--- src/rtl/alu_share_arbiter.sv ---
// Round-robin arbiter sharing one external combinational ALU between two requesters,
// with a registered response slot per requester that holds until it is consumed.
module alu_share_arbiter #(
    parameter int unsigned DATA_W = 64
) (
    input  logic                clk,
    input  logic                reset,
    input  logic [1:0]          req_valid,
    output logic [1:0]          req_ready,
    input  logic [2*DATA_W-1:0] req_a,
    input  logic [2*DATA_W-1:0] req_b,
    input  logic [7:0]          req_op,
    output logic [1:0]          rsp_valid,
    input  logic [1:0]          rsp_ready,
    output logic [2*DATA_W-1:0] rsp_result,
    output logic [1:0]          rsp_zero,
    output logic [1:0]          rsp_negative,
    output logic [1:0]          rsp_carry,
    output logic [1:0]          rsp_err,
    output logic [DATA_W-1:0]   alu_a,
    output logic [DATA_W-1:0]   alu_b,
    output logic [3:0]          alu_ctrl,
    input  logic [DATA_W-1:0]   alu_result,
    input  logic                alu_zero,
    input  logic                alu_negative,
    input  logic                alu_carry
);

    localparam int unsigned N_REQ = 2;
    localparam int unsigned OP_W  = 4;

    logic [N_REQ-1:0]        w_slot_free;
    logic [N_REQ-1:0]        w_elig;
    logic [N_REQ-1:0]        w_grant;
    logic                    w_any;
    logic                    w_sel;
    logic                    w_legal;

    logic                    r_last_grant;
    logic [N_REQ-1:0]        r_rsp_valid;
    logic [N_REQ*DATA_W-1:0] r_rsp_result;
    logic [N_REQ-1:0]        r_rsp_zero;
    logic [N_REQ-1:0]        r_rsp_negative;
    logic [N_REQ-1:0]        r_rsp_carry;
    logic [N_REQ-1:0]        r_rsp_err;

    // A slot may accept a new result when empty or being drained this cycle.
    always_comb begin
        w_slot_free = ~r_rsp_valid | rsp_ready;
        w_elig      = req_valid & w_slot_free;
        w_grant     = '0;
        case (w_elig)
            2'b01:   w_grant = 2'b01;
            2'b10:   w_grant = 2'b10;
            2'b11:   w_grant = r_last_grant ? 2'b01 : 2'b10;
            default: w_grant = '0;
        endcase
        w_any = |w_grant;
        w_sel = w_grant[1];
    end

    assign req_ready = w_grant;

    // ALU operand mux; idle cycles drive zeros.
    always_comb begin
        alu_a    = '0;
        alu_b    = '0;
        alu_ctrl = '0;
        if (w_any) begin
            alu_a    = w_sel ? req_a[DATA_W +: DATA_W] : req_a[0 +: DATA_W];
            alu_b    = w_sel ? req_b[DATA_W +: DATA_W] : req_b[0 +: DATA_W];
            alu_ctrl = w_sel ? req_op[OP_W +: OP_W]    : req_op[0 +: OP_W];
        end
    end

    always_comb begin
        w_legal = 1'b0;
        case (alu_ctrl)
            4'b0000, 4'b0001, 4'b0010, 4'b0110, 4'b0111: w_legal = 1'b1;
            default:                                     w_legal = 1'b0;
        endcase
    end

    always_ff @(posedge clk or posedge reset) begin
        if (reset) begin
            r_last_grant <= 1'b1;
        end else if (w_any) begin
            r_last_grant <= w_sel;
        end
    end

    // Per-slot capture: grant loads, a consume without grant empties, else hold.
    always_ff @(posedge clk or posedge reset) begin
        if (reset) begin
            r_rsp_valid    <= '0;
            r_rsp_result   <= '0;
            r_rsp_zero     <= '0;
            r_rsp_negative <= '0;
            r_rsp_carry    <= '0;
            r_rsp_err      <= '0;
        end else begin
            for (int i = 0; i < int'(N_REQ); i++) begin
                if (w_grant[i]) begin
                    r_rsp_valid[i] <= 1'b1;
                    if (w_legal) begin
                        r_rsp_result[i*DATA_W +: DATA_W] <= alu_result;
                        r_rsp_zero[i]     <= alu_zero;
                        r_rsp_negative[i] <= alu_negative;
                        r_rsp_carry[i]    <= alu_carry;
                        r_rsp_err[i]      <= 1'b0;
                    end else begin
                        r_rsp_result[i*DATA_W +: DATA_W] <= '0;
                        r_rsp_zero[i]     <= 1'b1;
                        r_rsp_negative[i] <= 1'b0;
                        r_rsp_carry[i]    <= 1'b0;
                        r_rsp_err[i]      <= 1'b1;
                    end
                end else if (rsp_ready[i]) begin
                    r_rsp_valid[i] <= 1'b0;
                end
            end
        end
    end

    assign rsp_valid    = r_rsp_valid;
    assign rsp_result   = r_rsp_result;
    assign rsp_zero     = r_rsp_zero;
    assign rsp_negative = r_rsp_negative;
    assign rsp_carry    = r_rsp_carry;
    assign rsp_err      = r_rsp_err;

endmodule

--- config.mk ---
export PLATFORM = sky130hd
export DESIGN_NAME = alu_share_arbiter
export DESIGN_NICKNAME = d
export VERILOG_FILES = /design/src/rtl/alu_share_arbiter.sv
export SDC_FILE = /design/constraint.sdc
export NUM_CORES = 1
export LEC_CHECK = 0
export CAP_MARGIN = 20
export CORE_AREA = 2 2 240 242
export CTS_CLUSTER_SIZE = 30
export DETAILED_ROUTE_END_ITERATION = 10
export DIE_AREA = 0 0 242 244
export GPL_ROUTABILITY_DRIVEN = 0
export GPL_TIMING_DRIVEN = 0
export PLACE_DENSITY = 0.36
export SYNTH_ARGS = -nofsm -noshare
export SYNTH_HDL_FRONTEND = slang
export SYNTH_SLANG_ARGS = --single-unit
--- constraint.sdc ---
create_clock -name clk -period 8.05 [get_ports clk]
set_clock_uncertainty 0.05 [all_clocks]
set_input_delay 0.805 -clock clk [delete_from_list [all_inputs] [get_ports clk]]
set_output_delay 0.805 -clock clk [all_outputs]
set_load 0.1 [all_outputs]
==> impl_metrics.tcl <==
set metrics [dict create \
    fin_area_mm2 0.0151 \
    crit_start "rsp_ready[1]" \
    area.growth.synth_to_final_pct 104 \
    cts_max_path_buffers 2 \
    finalCritPeriodShare_pct 72.6 \
    routed_wl_mm 54.5 \
    worst_pin_slew_ps 1160 \
    outcome "complete, no violations" \
    setup_viol 0 \
    pre_cts_ws_ps 2150 \
    nets 1761 \
    switchingPower_mw 3.13 \
    switching_share_pct 59.2 \
    netlist_area_mm2 0.00738 \
    p_seq_share_pct 18.7 \
    finalNonFillerCells 2192 \
    power_density_mw_per_mm2 350 \
    cp-start-kind "input pin" \
    antenna_found_initial 12 \
    core.rowCount 87 \
    final_common_cell "clkdlybuf4s50_1" \
    synth_top_area_cell "dfrtp_1" \
    yosysUniqueCellTypes 25 \
    layout_setup_ws_ps 2200 \
    post_cts_buffers 0 \
    post_dp_cell_area_mm2 0.0145 \
    rrSetupSlack_ps 4930 \
    initialDrtViolationCount 442 \
    die-area_mm2 0.0590 \
    yosys_warnings 0 \
    clock-sinks 139 \
    first_global_vias 9803 \
    drt-wirelength-per-cell_um 24.9 \
    min_path_type "reg2reg" \
    regToRegEndpoint "rsp_result[17]$_DFFE_PP0P_" \
    internal_power_mw 2.16 \
    grt_pass1_wl_mm 75.7 \
    synth.area.top_cells "dfrtp_1 (47%), a22o_1 (15%), o31ai_1 (13%)" \
    crit_type "in2out" \
    ioPinCount 609 \
    grt_setup_unrepaired "false" \
    die_h_um 244 \
    synth_fp_nets 1130 \
    vdd_ir_drop_max_v 0.000190 \
    drv_slew 0 \
    cts_buffers 17 \
    numPortBuffers 608 \
    crit_path_max_fanout 10 \
    seq_area_frac_synth_pct 47.1 \
    fin_util_pct 26.9 \
    fmax_mhz 171 \
    final_cell_mix "clkdlybuf4s50_1 (608), nand2_1 (138), dfrtp_1 (138)" \
    synthCells 793 \
    post_cts_resized 0 \
    min_from "rsp_result[106]$_DFFE_PP0N_" \
    synth_seq_cells 139 \
    postCtsHoldBufs 0 \
    tns_ps 0 \
    crit_required_ps 7190 \
    vias 9214 \
    drcViolationCount 0 \
    drive_above_1_share_pct 4.88 \
    gr-total-overflow 0 \
    hold_viol_final 0 \
    r2r_cells 10 \
    clk-insertion-delay-late_ps 430 \
    core-area_mm2 0.0562 \
    vias_per_cell 4.20 \
    die_x_um 242 \
    dp_hpwl_mm 44.5 \
    crit_end "alu_a[59]" \
    maxCapViolCount 0 \
    grt_max_degree 81 \
    finalPower_mw 5.29 \
    pwr-share-clk_pct 15.3 \
    syn_area_per_cell_um2 9.31 \
    hold_ws_ps 424 \
    antenna_left 0 \
    root_buffer "clkbuf_16" \
    end_kind "output pin" \
    relSlewSlack_pct 22.5 \
    yosys.area.top_type_share_pct 46.8 \
    track_usage_pct 17.9 \
    tritoncts "done" \
    clk_pin_slew_worst_paths_ps 60 \
    firstDrtPassIters 5 \
    min_period_ps 5850 \
    pwr-share-comb_pct 66.0 \
    r2r-start "rsp_valid[1]$_DFFE_PP0P_" \
    cts_htree_levels 4 \
    total_leakage_power_nw 5.84 \
    start_util_pct 13.1 \
    placed_cells 2161 \
    critPathArrivalTime_ps 4990 \
]
==> area by class of cell <==
cell class,count,area [um^2]
antenna,1,2.50
buffer,101,415
clock buffer,20,467
clock inverter,10,118
fill,6141,41100
inverter,5,26.3
multi-input combinational,548,3470
sequential,139,3480
tap,756,946
timing repair buffer,612,6170
==> metal layers <==
metal	vias to the layer above	wire length, um	global-route usage [%]
met2	382	27000	30.9
met1	4513	22700	21.7
li1	4246	-	-
met4	16	932	4.08
met3	57	3740	5.65
met5	-	115	0
==> logic make-up after synthesis <==
family / Yosys count / share of synthesized area (%)
buf+inv: 106 / 5.88
flops: 139 / 47.1
simple gates: 277 / 16.7
compound gates: 271 / 30.3
==> power groups by stage <==
stage               registers, mW  clock network [mW]  logic, mW
floorplan                    2.30                   0       1.16
global placement            0.999                   0       3.51
detailed placement           1.00                   0       3.51
CTS                         0.994               0.838       3.52
global route                 1.01               0.863       3.60
finish                      0.990               0.808       3.49
==> sequential cells by signal, indices dropped and copies added, names as in the netlist <==
name,cells
rsp_zero,2
rsp_valid,2
rsp_negative,2
rsp_err,2
rsp_carry,2
rsp_result,128
r_last_grant,1
==> synthesized netlist by cell type <==
cell and n:
dfrtp_1 138, nand2b_1 1, clkbuf_1 72, a31o_2 1, buf_1 6, nand2b_4 1, a22o_1 130, o32a_1 4
o21bai_4 1, inv_1 2, a22oi_1 1, or3_1 2, o31ai_2 2, dfstp_2 1, buf_4 3, o21ai_0 1
inv_2 3, nand2_2 1, a22oi_4 1, and3_1 1, nand2_1 138, nand3_1 132, buf_2 20, o31ai_1 130
nor2_2 1
==> critical path, stage by stage <==
cell and delay, ps:
clkdlybuf4s50_1 450, nand2b_1 180, nand2_2 110, a31o_2 300, inv_2 140, buf_2 370, clkbuf_1 620, clkbuf_1 580
a22o_1 260, clkdlybuf4s50_1 1150
==> worst min path at each step <==
stage / slack, ps / endpoint / cells after the start
2_1_floorplan: 440 / r_last_grant$_DFFE_PP1P_ / 2
3_3_place_gp: 410 / rsp_result[74]$_DFFE_PP0N_ / 2
3_5_place_dp: 420 / rsp_result[76]$_DFFE_PP0N_ / 2
4_1_cts: 430 / rsp_result[124]$_DFFE_PP0N_ / 2
5_1_grt: 440 / rsp_result[104]$_DFFE_PP0N_ / 2
6_report: 420 / rsp_result[106]$_DFFE_PP0N_ / 2
(Power assumes the default switching activity.)
